--- config.mk ---
export PLATFORM = sky130hd
export DESIGN_NAME = control_fsm
export DESIGN_NICKNAME = d
export VERILOG_FILES = /design/src/rtl/control_fsm.sv
export SDC_FILE = /design/constraint.sdc
export NUM_CORES = 1
export LEC_CHECK = 0
export ABC_CLOCK_PERIOD_IN_PS = 2340
export BUFFER_PORTS_ARGS = -buffer_cell sky130_fd_sc_hd__buf_2
export CORE_UTILIZATION = 38
export CTS_BUF_LIST = sky130_fd_sc_hd__clkbuf_4 sky130_fd_sc_hd__clkbuf_8
export DETAILED_ROUTE_END_ITERATION = 10
export GPL_TIMING_DRIVEN = 0
export PLACE_DENSITY = 0.79
export REMOVE_ABC_BUFFERS = 1
export SYNTH_ARGS = -nofsm -noshare
export SYNTH_HDL_FRONTEND = slang
export SYNTH_SLANG_ARGS = --single-unit
--- constraint.sdc ---
create_clock -name clk_i -period 2.34 [get_ports clk_i]
set_input_delay 0.351 -clock clk_i [delete_from_list [all_inputs] [get_ports clk_i]]
set_output_delay 0.351 -clock clk_i [all_outputs]
set_load 0.01 [all_outputs]
--- src/rtl/control_fsm.sv ---
// Multicycle RV32I control unit: fetch/decode/execute FSM with memory ready handshake and timeout.
// Optional CONTROL_TRAP_EN: undefined opcodes park the FSM in TRAP and raise illegal_o until reset.
module control_fsm #(
  parameter int unsigned MEM_TIMEOUT = 16,
  parameter int unsigned CNT_W       = 5
) (
  input  logic        clk_i,
  input  logic        rst_i,
  input  logic [31:0] instr_i,
  input  logic        zero_i,
  input  logic        carry_i,
  input  logic        sign_i,
  input  logic        overflow_i,
  input  logic        mem_ready_i,
  output logic        mem_req_o,
  output logic        adr_src_o,
  output logic        mem_write_o,
  output logic        ir_write_o,
  output logic        pc_write_o,
  output logic        reg_write_o,
  output logic [1:0]  result_src_o,
  output logic [1:0]  alu_src_a_o,
  output logic [1:0]  alu_src_b_o,
  output logic [1:0]  alu_op_o,
  output logic        bus_err_o,
  output logic [3:0]  state_o
`ifdef CONTROL_TRAP_EN
  , output logic      illegal_o
`endif
);

  typedef enum logic [3:0] {
    S_FETCH  = 4'd0,
    S_DECODE = 4'd1,
    S_EXEC   = 4'd2,
    S_MEM    = 4'd3,
    S_MEMWB  = 4'd4,
    S_ALUWB  = 4'd5,
    S_TRAP   = 4'd6
  } state_e;

  localparam logic [6:0] OP_LOAD   = 7'b0000011;
  localparam logic [6:0] OP_STORE  = 7'b0100011;
  localparam logic [6:0] OP_R      = 7'b0110011;
  localparam logic [6:0] OP_I      = 7'b0010011;
  localparam logic [6:0] OP_JAL    = 7'b1101111;
  localparam logic [6:0] OP_BRANCH = 7'b1100011;
  localparam logic [6:0] OP_LUI    = 7'b0110111;
  localparam logic [6:0] OP_AUIPC  = 7'b0010111;

  localparam bit              TO_EN   = (MEM_TIMEOUT != 0);
  localparam logic [CNT_W-1:0] TO_LAST = CNT_W'((MEM_TIMEOUT == 0) ? 0 : MEM_TIMEOUT - 1);

  state_e           state_q, state_d;
  logic [CNT_W-1:0] cnt_q, cnt_d;

  logic [6:0] opcode_s;
  logic [2:0] funct3_s;
  logic       is_store_s;
  logic       timeout_s;
  logic       unused_instr_s;

  logic       mem_req_s, adr_src_s, mem_write_s, ir_write_s, pc_write_s, reg_write_s, bus_err_s;
  logic [1:0] result_src_s, alu_src_a_s, alu_src_b_s, alu_op_s;

  function automatic logic br_taken(input logic [2:0] f3, input logic z, input logic c,
                                    input logic s, input logic v);
    case (f3)
      3'b000:  return z;
      3'b001:  return ~z;
      3'b100:  return s ^ v;
      3'b101:  return ~(s ^ v);
      3'b110:  return c;
      3'b111:  return ~c;
      default: return 1'b0;
    endcase
  endfunction

  assign opcode_s       = instr_i[6:0];
  assign funct3_s       = instr_i[14:12];
  assign is_store_s     = (opcode_s == OP_STORE);
  assign timeout_s      = TO_EN && (cnt_q == TO_LAST) && !mem_ready_i;
  assign unused_instr_s = ^{instr_i[31:15], instr_i[11:7]};

  // Next-state, wait counter and datapath controls decoded from the current state.
  always_comb begin
    state_d      = state_q;
    cnt_d        = '0;
    mem_req_s    = 1'b0;
    adr_src_s    = 1'b0;
    mem_write_s  = 1'b0;
    ir_write_s   = 1'b0;
    pc_write_s   = 1'b0;
    reg_write_s  = 1'b0;
    bus_err_s    = 1'b0;
    result_src_s = 2'b00;
    alu_src_a_s  = 2'b00;
    alu_src_b_s  = 2'b00;
    alu_op_s     = 2'b00;
    case (state_q)
      S_FETCH: begin
        mem_req_s = 1'b1;
        if (mem_ready_i) begin
          ir_write_s   = 1'b1;
          pc_write_s   = 1'b1;
          alu_src_b_s  = 2'b10;
          result_src_s = 2'b10;
          state_d      = S_DECODE;
        end else if (timeout_s) begin
          bus_err_s = 1'b1;
          state_d   = S_FETCH;
        end else begin
          cnt_d = cnt_q + CNT_W'(1);
        end
      end
      S_DECODE: begin
        alu_src_a_s = 2'b01;
        alu_src_b_s = 2'b01;
        state_d     = S_EXEC;
      end
      S_EXEC: begin
        case (opcode_s)
          OP_LOAD, OP_STORE: begin
            alu_src_a_s = 2'b10;
            alu_src_b_s = 2'b01;
            state_d     = S_MEM;
          end
          OP_R: begin
            alu_src_a_s = 2'b10;
            alu_op_s    = 2'b10;
            state_d     = S_ALUWB;
          end
          OP_I: begin
            alu_src_a_s = 2'b10;
            alu_src_b_s = 2'b01;
            alu_op_s    = 2'b10;
            state_d     = S_ALUWB;
          end
          OP_JAL: begin
            alu_src_a_s = 2'b01;
            alu_src_b_s = 2'b10;
            pc_write_s  = 1'b1;
            state_d     = S_ALUWB;
          end
          OP_BRANCH: begin
            alu_src_a_s = 2'b10;
            alu_op_s    = 2'b01;
            pc_write_s  = br_taken(funct3_s, zero_i, carry_i, sign_i, overflow_i);
            state_d     = S_FETCH;
          end
          OP_LUI: begin
            alu_src_b_s  = 2'b01;
            alu_op_s     = 2'b11;
            result_src_s = 2'b10;
            reg_write_s  = 1'b1;
            state_d      = S_FETCH;
          end
          OP_AUIPC: begin
            alu_src_a_s  = 2'b01;
            alu_src_b_s  = 2'b01;
            result_src_s = 2'b10;
            reg_write_s  = 1'b1;
            state_d      = S_FETCH;
          end
          default: begin
`ifdef CONTROL_TRAP_EN
            state_d = S_TRAP;
`else
            state_d = S_FETCH;
`endif
          end
        endcase
      end
      S_MEM: begin
        mem_req_s = 1'b1;
        adr_src_s = 1'b1;
        if (mem_ready_i) begin
          mem_write_s = is_store_s;
          state_d     = is_store_s ? S_FETCH : S_MEMWB;
        end else if (timeout_s) begin
          bus_err_s = 1'b1;
          state_d   = S_FETCH;
        end else begin
          mem_write_s = is_store_s;
          cnt_d       = cnt_q + CNT_W'(1);
        end
      end
      S_MEMWB: begin
        result_src_s = 2'b01;
        reg_write_s  = 1'b1;
        state_d      = S_FETCH;
      end
      S_ALUWB: begin
        reg_write_s = 1'b1;
        state_d     = S_FETCH;
      end
      S_TRAP: begin
`ifdef CONTROL_TRAP_EN
        state_d = S_TRAP;
`else
        state_d = S_FETCH;
`endif
      end
      default: state_d = S_FETCH;
    endcase
  end

  // State and wait-counter registers with synchronous reset.
  always_ff @(posedge clk_i) begin
    if (rst_i) begin
      state_q <= S_FETCH;
      cnt_q   <= '0;
    end else begin
      state_q <= state_d;
      cnt_q   <= cnt_d;
    end
  end

  // Reset forces every enable and the memory request low so an in-flight access aborts cleanly.
  assign mem_req_o    = mem_req_s   & ~rst_i;
  assign mem_write_o  = mem_write_s & ~rst_i;
  assign ir_write_o   = ir_write_s  & ~rst_i;
  assign pc_write_o   = pc_write_s  & ~rst_i;
  assign reg_write_o  = reg_write_s & ~rst_i;
  assign bus_err_o    = bus_err_s   & ~rst_i;
  assign adr_src_o    = adr_src_s;
  assign result_src_o = result_src_s;
  assign alu_src_a_o  = alu_src_a_s;
  assign alu_src_b_o  = alu_src_b_s;
  assign alu_op_o     = alu_op_s;
  assign state_o      = state_q;
`ifdef CONTROL_TRAP_EN
  assign illegal_o    = (state_q == S_TRAP);
`endif

endmodule
== Word-level counts from Yosys, hierarchy flattened ==
Cells that the tools add are included.

* Register bits: 9
* Input bits: 39

* Reductions and logical operators: 14
* Eq/ne operators: 19
* $add $sub $neg: 1
* Muxes and demuxes: 30
* Bitwise gates (word level): 12

{| class="wikitable"
|+ Operators with widths
! operator !! number
|-
| equality test 7 x 6 -> 1 bit (second input constant) || 3
|-
| case mux 2 bit (3 select lines) || 3
|-
| case mux 4 bit (4 select lines) || 1
|-
| equality test 7 x 5 -> 1 bit (second input constant) || 2
|-
| equality test 7 bit (second input constant) || 2
|-
| equality test 3 bit (second input constant) || 4
|-
| two-way mux 4 bit || 3
|-
| case mux 2 bit (2 select lines) || 3
|-
| OR reduction 2 bit || 6
|-
| two-way mux 1 bit || 11
|-
| OR reduction 5 bit || 2
|-
| equality test 4 x 2 -> 1 bit (second input constant) || 2
|-
| equality test 4 x 3 -> 1 bit (second input constant) || 2
|-
| equality test 7 x 2 -> 1 bit (second input constant) || 1
|-
| bitwise AND 1 bit || 6
|-
| two-way mux 2 bit || 3
|-
| case mux 1 bit (2 select lines) || 3
|-
| case mux 1 bit (6 select lines) || 1
|-
| case mux 3 bit (2 select lines) || 1
|-
| adder 5 x 1 -> 5 bit (second input constant) || 1
|-
| equality test 5 x 4 -> 1 bit (second input constant) || 1
|-
| NOT 1 bit || 5
|-
| equality test 4 x 1 -> 1 bit (second input constant) || 1
|-
| zero test 4 bit || 1
|-
| 8 further kinds || 8
|}

== Longest topological paths before layout ==
Gate-level depths: netlist of the first run.

* Depth after elaboration: 6
* Depth in mapped cells: 7
* Mapped depth without buffers: 7

== Worst setup path after synthesis of the first run ==
Ideal clock, no wire load.

* Kind: reg-to-output
* Start point: register state_q[0] (netlist: state_o[0])
* End point: output port pc_write_o
* Setup slack: 0.379 ns
* Arrival time: 1.610 ns
* Cell stages (with the launch flop): 5
* Path buffers: 0
* Cells stage by stage: dfxtp_1 -> nor4b_4 -> nand4_4 -> or4_1 -> o22ai_1

* Longest elaborated chain between the ends: 3
* Elaborated cells on any way between the ends: 4
* Classes of those cells: eq/ne (1); mux (1); bitwise (1); reduce/logical (1)

{| class="wikitable"
|+ Ends and longest elaborated chain
! what !! line !! source
|-
| start: declaration || 54 || <nowiki>state_e state_q, state_d;</nowiki>
|-
| start signal: assignment || 214 || <nowiki>state_q <= state_d;</nowiki>
|-
| equality test 4 x 2 -> 1 bit / zero test 4 bit (equally long branches) || 100 || <nowiki>case (state_q)</nowiki>
|-
| case mux 1 bit (2 select lines) * || 100 ||
|-
| bitwise AND 1 bit * || 223 || <nowiki>assign pc_write_o = pc_write_s & ~rst_i;</nowiki>
|-
| end: declaration || 19 || <nowiki>output logic pc_write_o,</nowiki>
|}

Mark *: on every way between the ends. The rest lies on a longest branch, timed or not.

== Worst setup path after layout of the first run ==
Same ends and word-level chain as after synthesis.

==> impl_results.md, run 1 <==
- Slew Limit Fails: 0
- Die height: 43.8 microns
- Ports: 58
- Final hold slack: 0.398 ns
- Final hold vios: 0
- Warning count from the yosys run: 0
- Vias per cell: 5.51
- Worst path required time: 1.99 ns
- Routed wire per std cell: between 10 and 15 microns
- NumNets Final: 167
- Clock sinks: 9
- Pin count of the biggest net entering global routing: 9
- Worst Hold Class: in2reg
- Initial Utilization: approximately 42%
- Reg2reg end: state_o[1]
- Area leader, netlist: dfxtp_1
- PnR worst setup slack: 0.0676 ns
- TritonCTS clock tree: built
- HP Start: mem_ready_i
- R2r setup slk: 0.79 ns
- Synth unique cells: 35
- Sequential Power Share: 45.2%
- WS Path Type: reg2out
- Crit path arrival time: around 1.9 ns
- Peak supply drop: 0.236 mV
- Fraction of layout cells with a size suffix above 1: about two fifths
- Layout Skew: 0.00587 ns
- Starting DRC count in detailed routing: 13
- Clock Tree Buf Depth: 2
- Layout fillers: 156
- I/O Buffers: 35
- R2R depth: 5
- Failing checks: DRC
- Overall Global Routing Usage: 18.7%
- Setup WS pre-CTS: roughly 0.25 ns
- Number of global-route vias before repair: between 700 and 800
- Most frequent cells in the layout: 35 x buf_2, 12 x nor2_1, 6 x nand2_1, 6 x dfxtp_1
- Post-Layout Cell Count: between 100 and 150
- Register area share after synthesis: 27.1%
- Post-synthesis register bit count: 9
- Critical Path Source Type: flip-flop
- Clock transition at path regs: 0.06 ns
- CP cell instances: nor4b_4 -> nand4_4 -> or4_1 -> o22ai_1 -> buf_2
- Max incr delay on CP: about 0.50 ns
- Unrepaired setup endpoints after global routing: true
- First-pass GRT wire length: 2750 microns
- Outcome: complete, but fails checks
- Post-Syn Area per Cell: approximately 8 sq um
- Core Util, Final: 58.6%
- Worst hold endpoint: state_o[2]
- Max H-tree Level: 1
- Clock buffer count from CTS: 3
- Synth Cell Area: 664 sq um
- Global route overflow: 0
- Part of the cycle the worst path needs: 97.1%
- Leak: 0.457 nW
- Drt total wl: 1730 microns
- Minimum clock period after layout: about 2.3 ns
- DR DRC count: 1
- Pint: 261 uW
- Hold Path Stages: 3
- Power per cell area: 380 nW/um^2
- Most common cell after layout, fill and taps aside: buf_2
- Cts hold-fix bufs: 0
- Worst setup EP type: output port
- P_sw: 90.3 uW
- Vias: 777
- Antenna Nets Post-Route: 0
- Initial antenna violation count: 0
- Core footprint: ~1600 sq um
- Worst r2r src: state_o[0]
- Synth area leaders: dfxtp_1 27%, nor2_1 6.8%, xnor2_1 5.3%
- Gp weighted congestion: 0.797
- Synthesis-to-layout area growth: 39.0%
- Sw frac: 25.7%
- Clk pwr share: 36.8%
- Number of diodes: 0
- Crit path max-delay cell type: or4_1
- Fmax: 440 MHz
- Post-synthesis cell count: 83
- Worst-Skew Late Latency: 0.26 ns
- Drt pass-1 iters: 7
- Dpl hpwl: about 1400 microns
- Comb pwr share: 18.0%
- Top-area cell type share of the netlist area: between 20% and 30%
- Max FO, Critical Path: 8
- Row cnt: 14
- # Max-Cap Violations: 0
- Final Setup Violations: 0
- Die area: 1920 sq um
- Placed insts: roughly 130
- Clock root buffer: clkbuf_4
- Chip Width: 43.8 microns
==> stage by stage <==
| stage | power [mW] | setup TNS [ns] | instance area (sq um) |
|---|---|---|---|
| 2_1_floorplan | 0.192 | 0 | 664 |
| 3_3_place_gp | 0.224 | 0 | 860 |
| 3_5_place_dp | 0.225 | 0 | 860 |
| 4_1_cts | 0.354 | 0 | 891 |
| 5_1_grt | 0.370 | -0.0399 | 923 |
| 6_report | 0.351 | 0 | 923 |
==> repair_timing <==
item | in CTS | in global routing
resized for setup | 1 | 4
endpoints found under the setup margin | 2 | 5
buffers inserted | 0 | 3
pin swaps | 1 | 2
==> Yosys cell counts (all sizes together) <==
cell type / number
nand3b: 1
and2: 2
inv: 4
and3: 4
nor2: 12
dfxtp: 9
xnor2: 4
or2: 2
or4: 1
a2bb2oi: 1
xor2: 2
a211oi: 1
nand4: 1
or4b: 1
o311a: 1
nand2b: 2
o21ai: 1
nand3: 4
a311oi: 1
nand2: 6
or3: 2
nor2b: 2
nor4b: 2
or3b: 1
a31oi: 1
nor3: 3
and4b: 1
o22ai: 2
a21oi: 4
o221ai: 1
conb: 1
ha: 2
o32a: 1
==> how the worst max path moves through the flow <==
stage | from | cells after the start | endpoint
2_1_floorplan | state_o[0] | 4 | pc_write_o
3_3_place_gp | state_o[0] | 5 | pc_write_o
3_5_place_dp | state_o[1] | 5 | pc_write_o
4_1_cts | state_o[3] | 5 | pc_write_o
5_1_grt | state_o[0] | 5 | pc_write_o
6_report | state_o[0] | 5 | pc_write_o
==> logic make-up after synthesis <==
family                   count (synthesis)  share of synthesized area, %
AND/OR/NAND/NOR                         47                          43.3
AO/OA/AOI/OAI                           14                          15.1
flip-flops                               9                          27.1
XOR/XNOR                                 6                          7.91
buffers and inverters                    4                          2.26
adder cells (fa/ha/maj)                  2                          3.77
other                                    1                         0.564
==> worst max-delay path: cells and delay by family, from the launching register on <==
| family | cells | cell delay [ns] |
|---|---|---|
| flip-flops | 1 | 0.37 |
| AND/OR/NAND/NOR | 3 | 1.02 |
| buffers and inverters | 1 | 0.15 |
| AO/OA/AOI/OAI | 1 | 0.11 |
==> final cells by class <==
| type | instances | area, sq um | area share, % |
|---|---|---|---|
| multi-input cells | 70 | 474 | 51.4 |
| repair buffers | 38 | 198 | 21.4 |
| flip-flops and latches | 9 | 186 | 20.2 |
| clock buffers | 4 | 30.0 | 3.25 |
| well taps | 16 | 20.0 | 2.17 |
| inverters | 4 | 15.0 | 1.63 |
==> sequential cells by signal, summed over array words and instances (netlist names) <==
| signal | count |
|---|---|
| cnt_q | 5 |
| state_o | 4 |
==> power by group through the flow <==
stage                     Sequential [mW]  Clock, mW  Combinational, mW
after floorplan                     0.163          0             0.0292
after global placement              0.163          0             0.0611
after detailed placement            0.163          0             0.0627
after CTS                           0.159      0.132             0.0630
after global routing                0.159      0.141             0.0700
final                               0.159      0.129             0.0634
==> per-layer routing <==
layer,up-vias,GRT usage [%],part of all wire [%]
met2,31,34.3,51
met4,0,3.75,0
met5,-,0,0
li1,391,-,-
met3,0,5.00,5.0
met1,355,21.5,44
Note: power is estimated with default switching activity, not from simulation.
==> run 2: changes to the inputs <==
--- a/config.mk
+++ b/config.mk
@@ -5,13 +5,14 @@
 export SDC_FILE = /design/constraint.sdc
 export NUM_CORES = 1
 export LEC_CHECK = 0
+export ABC_AREA = 1
 export ABC_CLOCK_PERIOD_IN_PS = 2340
 export BUFFER_PORTS_ARGS = -buffer_cell sky130_fd_sc_hd__buf_2
-export CORE_UTILIZATION = 38
+export CORE_UTILIZATION = 40
 export CTS_BUF_LIST = sky130_fd_sc_hd__clkbuf_4 sky130_fd_sc_hd__clkbuf_8
 export DETAILED_ROUTE_END_ITERATION = 10
 export GPL_TIMING_DRIVEN = 0
-export PLACE_DENSITY = 0.79
+export PLACE_DENSITY = 0.76
 export REMOVE_ABC_BUFFERS = 1
 export SYNTH_ARGS = -nofsm -noshare
 export SYNTH_HDL_FRONTEND = slang
==> run 2 against run 1 <==
Net effect:
- the run now ends clean
- via count grew 25%
- core utilization is 3.7 points lower
- critical path depth increased by 3
- sequential cell count unchanged
- count of clock-buffer cells in the layout unchanged
- die area is 19% higher
- total power increased by 6.2%
- combinational power rose by 32%
- largest power group unchanged
==> impl_results.md, run 2 <==
- Part of the cycle the worst path needs: 86.3% (-11 points)
- Starting DRC count in detailed routing: 17 (+4)
- # Max-Cap Violations: 0 (unchanged)
- Post-synthesis cell count: 137 (+65%)
- CP cell instances: ha_1 -> nand2_1 -> nor2_1 -> ha_1 -> inv_1 -> nor2_1 -> nor4_1 -> buf_2
- Clock Tree Buf Depth: 2 (unchanged)
- Outcome: finished clean
- Max incr delay on CP: 0.32 ns (-0.18 ns)
- Gp weighted congestion: 0.859 (+7.9%)
- Row cnt: 16 (+2)
- Hold Path Stages: 2 (-1)
- Max H-tree Level: 1 (unchanged)
- Fraction of layout cells with a size suffix above 1: 34.9% (-6.7 points)
- Number of global-route vias before repair: 846 (+20%)
- Setup WS pre-CTS: 0.613 ns (+0.361 ns)
- Area of the multi-input gates: 557 sq um (+17%)
- Core footprint: 1960 sq um (+24%)
- NumNets Final: 217 (+30%)
- CP top delay family: simple AND/OR/NAND/NOR gates
- Post-Syn Area per Cell: 6.14 sq um (-23%)
- First-pass GRT wire length: 3040 microns (+11%)
- PnR worst setup slack: 0.320 ns (+0.253 ns)
- Fmax: 495 MHz (+13%)
- Number of diodes: 0 (unchanged)
- Max FO, Critical Path: 3 (-5)
- Routed wire per std cell: 9.48 microns (-23%)
- TritonCTS clock tree: built
- Clock root buffer: clkbuf_4
- Synth Cell Area: 841 sq um (+27%)
- Met3 GRT Util: 7.55% (+2.5 points)
- Critical Path Source Type: flip-flop
- Max reg flops: 5 (unchanged)
- Layout Skew: 0.00447 ns (-0.00140 ns)
- Most flop-heavy register: cnt_q
- Worst Hold Class: in2reg
- Synthesis-to-layout area growth: 28.0%
- Power per cell area: 346 nW/um^2 (-8.9%)
- Most frequent cells in the layout: 35 x buf_2, 31 x nand2_1, 23 x nor2_1
- Peak supply drop: 0.312 mV (+32%)
- Busiest grt layer: met2
- Layout fillers: 208 (+33%)
- Final Setup Violations: 0 (unchanged)
- Pin count of the biggest net entering global routing: 10 (+1)
- Clock transition at path regs: 0.06 ns (about the same)
- HP Start: rst_i
- Total power: 373 uW (+6.2%)
- Worst-Skew Late Latency: 0.26 ns (about the same)
- Die height: 47.8 microns (+9.2%)
- Most frequent cell after synthesis: nand2_1
- Cts hold-fix bufs: 0 (unchanged)
- Worst path required time: 1.99 ns (about the same)
- Minimum clock period after layout: 2.02 ns (-0.253 ns)
- Leak: 0.606 nW (+33%)
- Drt total wl: 1920 microns (+10%)
- Initial antenna violation count: 0 (unchanged)
- Clock buffer count from CTS: 3 (unchanged)
- Unrepaired setup endpoints after global routing: false
- Most common cell after layout, fill and taps aside: buf_2
- Global route overflow: 0 (unchanged)
- Main flop type after synthesis: dfxtp_1
- R2r setup slk: 0.88 ns (+0.09 ns)
- Clock sinks: 9 (unchanged)
- Crit path max-delay cell type: dfxtp_1
- DR DRC count: 0 (-1)
- Top-area cell type share of the netlist area: 21.4% (-5.7 points)
- Worst setup EP type: output port
- FF+latch area: 180 sq um (-3.4%)
- EDFF count, synth: 0 (unchanged)
- Stages on worst setup path: 8 (+3)
- Slew Limit Fails: 0 (unchanged)
- WS Path Type: reg2out
- Synth area leaders: dfxtp_1 21%, nand2_1 14%, nor2_1 10%
- Post-synthesis register bit count: 9 (unchanged)
- Register area share after synthesis: 21.4% (-5.7 points)
- Worst r2r src: cnt_q[0]
- Overall Global Routing Usage: 18.7% (-0.020 points)
- R2R depth: 11 (+6)
- Vias: 969 (+25%)
- # Post-CTS Setup Buffers: 0 (unchanged)
- Worst hold endpoint: state_o[2]
- Synth unique cells: 28 (-20%)
- I/O Buffers: 35 (unchanged)
- Vias per cell: 4.80 (-13%)
- Crit path arrival time: 1.67 ns (-0.25 ns)
- Final hold vios: 0 (unchanged)
- Synth top cells by count: 31 x nand2_1, 23 x nor2_1, 22 x inv_1
- GR Layer Usage met1: 19.8% (-1.7 points)
- Die area: 2290 sq um (+19%)
- Reg2reg end: state_o[0]
- Initial Utilization: 42.9% (+0.71 points)
- Ports: 58 (unchanged)
- Drt pass-1 iters: 4 (-3)
- Setup tns final: 0 ns (unchanged)
- Post-CTS Resized: 0 (-1)
- Met2 GRT Util: 32.7% (-1.6 points)
- Chip Width: 47.8 microns (+9.2%)
- Dpl hpwl: 1620 microns (+19%)
- Antenna Nets Post-Route: 0 (unchanged)
- Asr flop ratio synth: 0% (unchanged)
- WP buf/inv: 2 (+1)
- Warning count from the yosys run: 0 (unchanged)
- Area leader, netlist: dfxtp_1
run 2: power breakdown:
group / total, mW / leakage, nW / switching, mW / internal [mW]
Clock: 0.131 / 0.0184 / 0.0537 / 0.0773
Combinational: 0.0834 / 0.514 / 0.0523 / 0.0312
Sequential: 0.158 / 0.0731 / 0.00250 / 0.156
run 2: logic make-up (layout without fill, tap and decap cells):
kind of cell	Yosys count	count (layout)	synth area share [%]
AOI/OAI and AO/OA	8	8	5.95
adders and majority gates	2	2	2.98
DFF	9	9	21.4
other	1	1	0.446
buffers and inverters	27	65	12.4
xor gates and xnor gates	1	1	1.04
and+or+nand+nor	89	89	55.8
run 2: metal layers:
layer | wire (microns) | share of wire (%)
met4 | 12 | 0.63
met3 | 123 | 6.4
met5 | 0 | 0
met2 | 968 | 51
met1 | 810 | 42
run 2: worst max path at each step:
stage                   from     endpoint  slack, ns
detailed placement  cnt_q[0]  mem_write_o       0.61
global route        cnt_q[0]  mem_write_o       0.21
global placement    cnt_q[0]  mem_write_o       0.64
finish              cnt_q[0]  mem_write_o       0.32
CTS                 cnt_q[0]  mem_write_o       0.32
floorplan           cnt_q[0]  mem_write_o       0.69
run 2: area by class of cell:
cell class,count,area share (%)
timing repair buffer,35,16.3
inverter,26,9.30
multi-input combinational,101,51.7
tap,27,3.14
sequential,9,16.7
clock buffer,4,2.79
run 2: through the flow:
step / util, % / std cells / hold WS, ns / cell area (sq um)
floorplan: - / 136 / 0.413 / 837
global placement: 53.3 / 198 / 0.434 / 1050
detailed placement: 53.3 / 198 / 0.446 / 1050
CTS: 54.8 / 202 / 0.341 / 1080
global route: 54.8 / 202 / 0.359 / 1080
finish: 54.8 / 202 / 0.357 / 1080
